--- src/rtl/seq_detector_param_if.sv ---
// Bus bundle for the parametrised sequence detector.
// din is qualified by din_valid alone: a bit is consumed on every rising edge
// where din_valid is high, there is no back-pressure, and din is ignored
// otherwise. The configuration inputs (pattern, pat_len, overlap) are level
// signals that are sampled together with each valid bit.
interface seq_detector_param_if #(
    parameter int MAX_LEN = 8,
    parameter int CNT_W   = 8
);
    localparam int LEN_W = $clog2(MAX_LEN + 1);

    logic               din;
    logic               din_valid;
    logic [MAX_LEN-1:0] pattern;
    logic [LEN_W-1:0]   pat_len;
    logic               overlap;
    logic               clear;
    logic               y;
    logic [CNT_W-1:0]   match_count;

    // Stream/config source side
    modport master (
        output din, din_valid, pattern, pat_len, overlap, clear,
        input  y, match_count
    );

    // Detector side
    modport slave (
        input  din, din_valid, pattern, pat_len, overlap, clear,
        output y, match_count
    );
endinterface

--- src/rtl/seq_detector_param.sv ---
// Moore sequence detector with a runtime-programmable pattern of 1..MAX_LEN
// bits, overlap/non-overlap mode, valid qualifier, synchronous clear and a
// saturating match counter. y is registered; there is no path from din to y.
module seq_detector_param #(
    parameter int MAX_LEN = 8,
    parameter int CNT_W   = 8
) (
    input logic                 clock,
    input logic                 reset,
    seq_detector_param_if.slave bus
);
    localparam int LEN_W = $clog2(MAX_LEN + 1);
    localparam logic [LEN_W-1:0] FULL = LEN_W'(MAX_LEN);

    // Only MAX_LEN-1 history bits are stored: together with the incoming bit
    // they form the MAX_LEN-bit window that is compared. The oldest bit of
    // that window would be shifted out before it could ever be used again.
    logic [MAX_LEN-2:0] hist;
    logic [MAX_LEN-2:0] hist_next;
    logic [MAX_LEN-1:0] hist_shift;
    logic [MAX_LEN-1:0] len_mask;
    logic [LEN_W-1:0]   fill;
    logic [LEN_W-1:0]   fill_next;
    logic [LEN_W-1:0]   fill_shift;
    logic               y_reg;
    logic               y_next;
    logic [CNT_W-1:0]   count;
    logic [CNT_W-1:0]   count_next;
    logic               match;

    // Candidate window and match decision for the bit presented this cycle
    always_comb begin
        hist_shift = {hist, bus.din};
        fill_shift = (fill == FULL) ? fill : fill + 1'b1;
        len_mask   = '0;
        for (int i = 0; i < MAX_LEN; i++) begin
            len_mask[i] = (LEN_W'(i) < bus.pat_len);
        end
        // Out-of-range lengths never match; bits above pat_len are don't-care
        match = (bus.pat_len != '0) && (bus.pat_len <= FULL) &&
                (fill_shift >= bus.pat_len) &&
                (((hist_shift ^ bus.pattern) & len_mask) == '0);
    end

    // Next-state selection: clear beats a valid bit, no valid bit holds all
    always_comb begin
        hist_next  = hist;
        fill_next  = fill;
        y_next     = y_reg;
        count_next = count;
        if (bus.clear) begin
            hist_next  = '0;
            fill_next  = '0;
            y_next     = 1'b0;
            count_next = '0;
        end else if (bus.din_valid) begin
            y_next = match;
            if (match && (count != {CNT_W{1'b1}})) begin
                count_next = count + 1'b1;
            end
            if (match && !bus.overlap) begin
                hist_next = '0;
                fill_next = '0;
            end else begin
                hist_next = hist_shift[MAX_LEN-2:0];
                fill_next = fill_shift;
            end
        end
    end

    // State registers with asynchronous reset
    always_ff @(posedge clock or posedge reset) begin
        if (reset) begin
            hist  <= '0;
            fill  <= '0;
            y_reg <= 1'b0;
            count <= '0;
        end else begin
            hist  <= hist_next;
            fill  <= fill_next;
            y_reg <= y_next;
            count <= count_next;
        end
    end

    assign bus.y           = y_reg;
    assign bus.match_count = count;
endmodule

--- src/flat_wrapper.sv ---
// flat-port wrapper written by rule: the top's interface ports become plain ports
module seq_detector_param_flat 
#(
    parameter int MAX_LEN = 8,
    parameter int CNT_W   = 8
)
  (clock, reset, bus_din, bus_din_valid, bus_pattern, bus_pat_len, bus_overlap, bus_clear, bus_y, bus_match_count);
  seq_detector_param_if #(.MAX_LEN(MAX_LEN), .CNT_W(CNT_W)) bus_i ();
  input logic clock;
  input logic reset;
  input wire logic [$bits(bus_i.din)-1:0] bus_din;
  input wire logic [$bits(bus_i.din_valid)-1:0] bus_din_valid;
  input wire logic [$bits(bus_i.pattern)-1:0] bus_pattern;
  input wire logic [$bits(bus_i.pat_len)-1:0] bus_pat_len;
  input wire logic [$bits(bus_i.overlap)-1:0] bus_overlap;
  input wire logic [$bits(bus_i.clear)-1:0] bus_clear;
  output wire logic [$bits(bus_i.y)-1:0] bus_y;
  output wire logic [$bits(bus_i.match_count)-1:0] bus_match_count;
  assign bus_i.din = bus_din;
  assign bus_i.din_valid = bus_din_valid;
  assign bus_i.pattern = bus_pattern;
  assign bus_i.pat_len = bus_pat_len;
  assign bus_i.overlap = bus_overlap;
  assign bus_i.clear = bus_clear;
  assign bus_y = bus_i.y;
  assign bus_match_count = bus_i.match_count;
  seq_detector_param #(.MAX_LEN(MAX_LEN), .CNT_W(CNT_W)) u_core (.clock(clock), .reset(reset), .bus(bus_i));
endmodule
--- config.mk ---
export PLATFORM = sky130hd
export DESIGN_NAME = seq_detector_param_flat
export DESIGN_NICKNAME = d
export VERILOG_FILES = /design/src/rtl/seq_detector_param_if.sv /design/src/rtl/seq_detector_param.sv /design/src/flat_wrapper.sv
export SDC_FILE = /design/constraint.sdc
export NUM_CORES = 1
export LEC_CHECK = 0
export BUFFER_PORTS_ARGS = -buffer_cell sky130_fd_sc_hd__buf_2
export CAP_MARGIN = 20
export CORE_MARGIN = 1
export CORE_UTILIZATION = 40
export CTS_CLUSTER_DIAMETER = 150
export CTS_CLUSTER_SIZE = 28
export DETAILED_ROUTE_END_ITERATION = 12
export HOLD_SLACK_MARGIN = 0.02
export SETUP_SLACK_MARGIN = 0.3
export SYNTH_ARGS = -nofsm -noshare
export SYNTH_HDL_FRONTEND = slang
export SYNTH_SLANG_ARGS = --single-unit
--- constraint.sdc ---
create_clock -name clock -period 3.15 [get_ports clock]
set_clock_uncertainty 0.1 [all_clocks]
set_input_delay 0.63 -clock clock [delete_from_list [all_inputs] [get_ports clock]]
set_output_delay 0.63 -clock clock [all_outputs]
set_load 0.01 [all_outputs]
==> metrics.yaml, run 1 <==
sta:
  final_hold_viol_count: 0
  timing.hold.ws_ns: 0.346
  rsz0062_at_grt: "true"
  slew_violations: 0
  setup_viol: 0
  fmax_mhz: 352
  min_period_ns: 2.84
  fin_tns_setup_ns: 0
  min_period_over_period: 0.902
  worst_slew_pin_slew_ns: 0.776
  slew_headroom: 0.482
cts:
  cts_tree: "built"
  clock_path_buffers: 2
  numCtsBuffers: 3
  clkSlewWorstSetupHoldPaths_ns: 0.11
  cts.sinks: 20
  h-tree-depth: 1
  clockRootBuffer: "clkbuf_4"
  clock_latency_ns: 0.30
cells_and_area:
  antenna_cells: 0
  fin_cells: 196
  nFillCells: 257
  area_growth_pct: 34.7
  final_util: 0.586
  fin_nets: 192
  fin_area_sq_um: 1670
  largest_register_ffs: 8
  drive_above_1_share: 0.370
power_and_ir_drop:
  cellLeakagePower_uw: 0.000755
  ir_drop_mv: 0.142
  p_per_area_nw_per_um2: 298
setup_path:
  crit_path_start: "u_core.fill[0]"
  crit_end: "u_core.bus.match_count[3]"
  cpLargestDelayFamily: "simple AND/OR/NAND/NOR gates"
  r2r_slack_ns: 0.31
  r2r_start: "u_core.fill[0]"
  reg2reg_to: "u_core.bus.match_count[3]"
  crit_cells: 13
  cp-end-kind: "register"
  critPathKind: "register to register"
  arrival_ns: 2.99
  crit_fanout: 5
  cp.required_ns: 3.30
  crit_top_cell: "a2111oi_4"
  crit_chain: "inv_2 > ha_4 > nand3_4 > xnor2_2 > inv_1 > ha_1 > nand2b_4 > a2111oi_4 > a2111oi_4 > buf_4 > o2111ai_4 > or4_1 > nand2_1"
  start_kind: "register"
  cp_slowest_cell: "dfrtp_1"
  slowest_delay_ns: 0.44
  reg2regPathDepth: 13
  path_buf_inv: 3
yosys:
  synthArstFlopShare: 1.00
  synth.area.top_cells: "dfrtp_1 40%, a22o_1 7.8%, ha_1 7.1%"
  synth_edf_count: 0
  synth_top_area_share: 0.404
  synth_seq_area_share: 0.404
  ys_warn_count: 0
  synth_most_common_cell: "dfrtp_1"
  yosys.cell_types.count: 31
  syn_nets: 150
  yosysTopAreaCell: "dfrtp_1"
  synth_area_sq_um: 1240
  syn_inst: 125
  synth.top_cells.by_count: "20 x dfrtp_1, 12 x inv_1, 11 x a22o_1, 10 x xnor2_1"
  synth_area_per_cell_sq_um: 9.92
  synthFlopType: "dfrtp_1"
  synth_seq_cells: 20
routing:
  vias: 1130
  totalWireLength_mm: 3.09
  vias_per_cell: 5.77
  drc: 2
  ant_nets: 0
  first_pass_iters: 8
  post_drt_wl_per_cell_microns: 15.8
  drt_iter0_drc: 55
placement:
  dp_cells: 180
  place.port_buffers: 26
  placed_area_sq_um: 1410
  gp_congestion: 0.781
  dp_hpwl_mm: 1.96
grt:
  grt_overflow_total: 0
  grt_pass1_wl_mm: 5.20
  grt_use_total: 0.205
  grt_max_degree: 21
  antenna_found_initial: 0
  first_global_vias: 1147
die:
  rows: 19
  dieArea_sq_um: 3330
  die_h_microns: 57.7
  dieWidth_microns: 57.7
  ios: 27
  core_sq_um: 2850
  start_util: 0.435
run_status:
  status: "finished, violations left"
  violations: "DRC"
worst_hold_path:
  worstHoldPathType: "input port to asynchronous set/reset pin"
job:
  maxCapViolCount: 0
[layout make-up]
| type | count | area (sq um) | area share |
|---|---|---|---|
| Sequential cell | 20 | 500 | 0.300 |
| Clock buffer | 3 | 22.5 | 0.0135 |
| Tap cell | 31 | 38.8 | 0.0232 |
| Multi-Input combinational cell | 90 | 817 | 0.489 |
| Inverter | 12 | 45.0 | 0.0270 |
| Timing Repair Buffer | 40 | 246 | 0.148 |
[per-layer routing]
| metal | vias to the layer above | track usage | wire length, microns | share of wire |
|---|---|---|---|---|
| met2 | 30 | 0.339 | 1510 | 0.49 |
| met4 | 0 | 0.105 | 65 | 0.021 |
| met1 | 548 | 0.270 | 1420 | 0.46 |
| met5 | - | 0 | 0 | 0 |
| met3 | 7 | 0.0179 | 97 | 0.031 |
| li1 | 545 | - | - | - |
[through the flow]
stage	worst slack [ns]	power, uW
4_1_cts	0.292	491
2_1_floorplan	0.359	321
5_1_grt	0.179	522
3_5_place_dp	0.0568	349
6_report	0.308	497
3_3_place_gp	0.163	347
[where the power goes]
group	switching, uW	internal, uW
combinational	58.3	52.5
clock	77.3	44.7
sequential	4.21	260
[worst register-to-register path, delay by kind of cell (launching register included)]
| kind | cells | cell delay [ns] |
|---|---|---|
| xor gates and xnor gates | 1 | 0.17 |
| buffers and inverters | 3 | 0.38 |
| DFF | 1 | 0.44 |
| adders and majority gates | 2 | 0.43 |
| AOI/OAI and AO/OA | 3 | 0.57 |
| and+or+nand+nor | 4 | 0.72 |
[how the worst min path moves through the flow]
stage,start,to,slack [ns]
detailed placement,u_core.fill[2],u_core.fill[2],0.43
global route,reset,u_core.bus.match_count[6],0.42
finish,reset,u_core.bus.match_count[4],0.35
global placement,u_core.hist[6],u_core.hist[6],0.40
floorplan,u_core.hist[6],u_core.hist[6],0.39
CTS,reset,u_core.bus.y,0.39
[cell usage in the layout (no fill, tap or decap), types with 3 or more instances in the layout]
| cell type | instances |
|---|---|
| xnor2_1 | 9 |
| o31ai_1 | 3 |
| buf_2 | 26 |
| dfrtp_1 | 20 |
| o21ai_0 | 3 |
| nor2_1 | 4 |
| buf_4 | 11 |
| or4_1 | 5 |
| a22o_1 | 11 |
| nand2_1 | 6 |
| clkbuf_4 | 3 |
| a21oi_1 | 8 |
| nand3_1 | 8 |
| buf_6 | 3 |
| ha_1 | 5 |
| inv_1 | 11 |
[cells by family after synthesis]
| family | Yosys count | share of synthesized area |
|---|---|---|
| XOR/XNOR | 11 | 0.0777 |
| multiplexers | 2 | 0.0172 |
| flip-flops | 20 | 0.404 |
| adder cells (fa/ha/maj) | 7 | 0.0706 |
| AND/OR/NAND/NOR | 33 | 0.153 |
| AO/OA/AOI/OAI | 36 | 0.225 |
| buffers and inverters | 16 | 0.0525 |
[repair_timing]
item / 4_1_cts / 5_1_grt
cloned: 1 / 0
gates resized for setup: 13 / 12
buffers inserted: 10 / 2
hold buffers: 0 / 0
endpoints found under the setup margin: 17 / 19
hold endpoints to repair: 0 / 0
pin swaps: 7 / 14
No activity file was read; power rests on OpenSTA's default activity.
==> run 2: changes to the inputs <==
clock period = 2.8 ns   (was 3.15 ns; I/O delays follow)
==> metrics.yaml, run 2 (synthesis results as in run 1) <==
sta:
  slew_headroom: 0.466  # -0.0163
  min_period_over_period: 0.991  # +0.0891
  slew_violations: 0  # unchanged
  min_period_ns: 2.78  # -0.0663 ns
  setup_viol: 0  # unchanged
  worst_slew_pin_slew_ns: 0.799  # +0.0224 ns
  rsz0062_at_grt: "true"
  fmax_mhz: 360  # +2.4%
  final_hold_viol_count: 0  # unchanged
grt:
  grt_use_total: 0.195  # -0.0106
  antenna_found_initial: 0  # unchanged
  grt_overflow_total: 0  # unchanged
  grt_pass1_wl_mm: 4.97  # -4.5%
  grt_max_degree: 21  # unchanged
  first_global_vias: 1047  # -8.7%
cts:
  clockRootBuffer: "clkbuf_4"
  numCtsBuffers: 3  # unchanged
  clkSlewWorstSetupHoldPaths_ns: 0.11  # about the same
  h-tree-depth: 1  # unchanged
  cts.sinks: 20  # unchanged
  cts_tree: "built"
  clock_path_buffers: 2  # unchanged
  clock_latency_ns: 0.30  # about the same
  hold_buffers: 0  # unchanged
run_status:
  status: "finished, violations left"
  violations: "DRC"
cells_and_area:
  layout_common_cells: "26 x buf_2, 20 x dfrtp_1, 11 x a22o_1"
  antenna_cells: 0  # unchanged
  final_common_cell: "buf_2"
  largest_register_ffs: 8  # unchanged
  area_growth_pct: 37.8
  nFillCells: 246  # -4.3%
  final_util: 0.599  # +0.0136
  fin_nets: 192  # unchanged
  drive_above_1_share: 0.406  # +0.0364
setup_path:
  cp-end-kind: "register"
  arrival_ns: 2.92  # -0.07 ns
  crit_fanout: 5  # unchanged
  crit_chain: "inv_2 > ha_4 > nand3_4 > xnor2_2 > inv_2 > ha_4 > nand2b_4 > a2111oi_4 > a2111oi_4 > buf_4 > o2111ai_4 > or4_1 > nand2_1"
  cpLargestDelayFamily: "simple AND/OR/NAND/NOR gates"
  cp_slowest_cell: "or4_1"
  start_kind: "register"
  slowest_delay_ns: 0.56  # +0.12 ns
  path_buf_inv: 3  # unchanged
  reg2regPathDepth: 13  # unchanged
  reg2reg_to: "u_core.bus.match_count[3]"
  r2r_slack_ns: 0.02  # -0.28 ns
  r2r_start: "u_core.fill[0]"
  cp.required_ns: 2.94  # -0.36 ns
  critPathKind: "register to register"
worst_hold_path:
  worstHoldPathType: "input port to asynchronous set/reset pin"
power_and_ir_drop:
  p_per_area_nw_per_um2: 332  # +11%
  finalPower_uw: 567  # +14%
  cellLeakagePower_uw: 0.000756  # about the same
  ir_drop_mv: 0.258  # +82%
die:
  dieWidth_microns: 57.7  # unchanged
  core_sq_um: 2850  # unchanged
  die_h_microns: 57.7  # unchanged
  ios: 27  # unchanged
  start_util: 0.435  # unchanged
  rows: 19  # unchanged
  dieArea_sq_um: 3330  # unchanged
placement:
  place.port_buffers: 26  # unchanged
  gp_congestion: 0.831  # +6.3%
  dp_hpwl_mm: 1.99  # +1.7%
routing:
  vias_per_cell: 5.70  # -1.2%
  totalWireLength_mm: 3.09  # -0.29%
  ant_nets: 0  # unchanged
  vias: 1117  # -1.2%
  drt_iter0_drc: 52  # -5.5%
  post_drt_wl_per_cell_microns: 15.7  # -0.29%
  drc: 4  # +2
  first_pass_iters: 8  # unchanged
job:
  maxCapViolCount: 0  # unchanged
-- run 2: cell counts in the layout (fill, tap and decap cells not counted) --
No cell type changed its count.
-- run 2: cell type report --
cell class              count  area [sq um]  area share
multi-input cells          90           848       0.496
flip-flops and latches     20           500       0.293
repair buffers             40           254       0.149
inverters                  12          45.0      0.0264
well taps                  31          38.8      0.0227
clock buffers               3          22.5      0.0132
-- run 2: metrics by stage --
| stage | instances | worst slack, ns | instance area [sq um] | TNS, ns | hold slack (ns) |
|---|---|---|---|---|---|
| 5_1_grt | 196 | -0.0864 | 1710 | -0.934 | 0.349 |
| 6_report | 196 | 0.0239 | 1710 | 0 | 0.278 |
| 2_1_floorplan | 125 | 0.155 | 1300 | 0 | 0.387 |
| 3_5_place_dp | 184 | -0.0490 | 1490 | -0.0522 | 0.419 |
| 3_3_place_gp | 184 | 0.0473 | 1490 | 0 | 0.410 |
| 4_1_cts | 193 | -0.00594 | 1590 | -0.00594 | 0.298 |
-- run 2: where the power goes --
part	switching, uW	leakage [uW]	internal (uW)
combinational	68.4	0.000465	61.9
sequential	3.98	0.000277	293
clock	89.3	0.0000138	50.2
-- run 2: worst max-delay path by stage --
| stage | start | endpoint | cells after the start |
|---|---|---|---|
| floorplan | u_core.fill[0] | u_core.bus.match_count[4] | 13 |
| finish | u_core.fill[0] | u_core.bus.match_count[3] | 13 |
| global route | u_core.fill[0] | u_core.bus.match_count[3] | 13 |
| CTS | u_core.fill[0] | u_core.bus.match_count[5] | 12 |
| detailed placement | u_core.fill[1] | u_core.bus.match_count[5] | 12 |
| global placement | u_core.fill[1] | u_core.bus.match_count[6] | 11 |
-- run 2: worst register-to-register path, stage by stage, from the launching register on --
cell	delay, ns
dfrtp_1	0.42
inv_2	0.09
ha_4	0.14
nand3_4	0.08
xnor2_2	0.19
inv_2	0.06
ha_4	0.26
nand2b_4	0.12
a2111oi_4	0.07
a2111oi_4	0.21
buf_4	0.20
o2111ai_4	0.15
or4_1	0.56
nand2_1	0.08
-- run 2: repair_timing --
action / CTS / global route
setup endpoints to repair: 19 / 20
setup buffers: 4 / 3
resized for setup: 7 / 19
pin swaps: 10 / 10
gates cloned: 2 / 0
hold endpoints to repair: 0 / 0
-- run 2: metal layers --
layer	GRT usage	wire length [microns]
met5	0	0
met2	0.304	1400
met4	0.0510	34
met3	0.0469	140
met1	0.272	1510
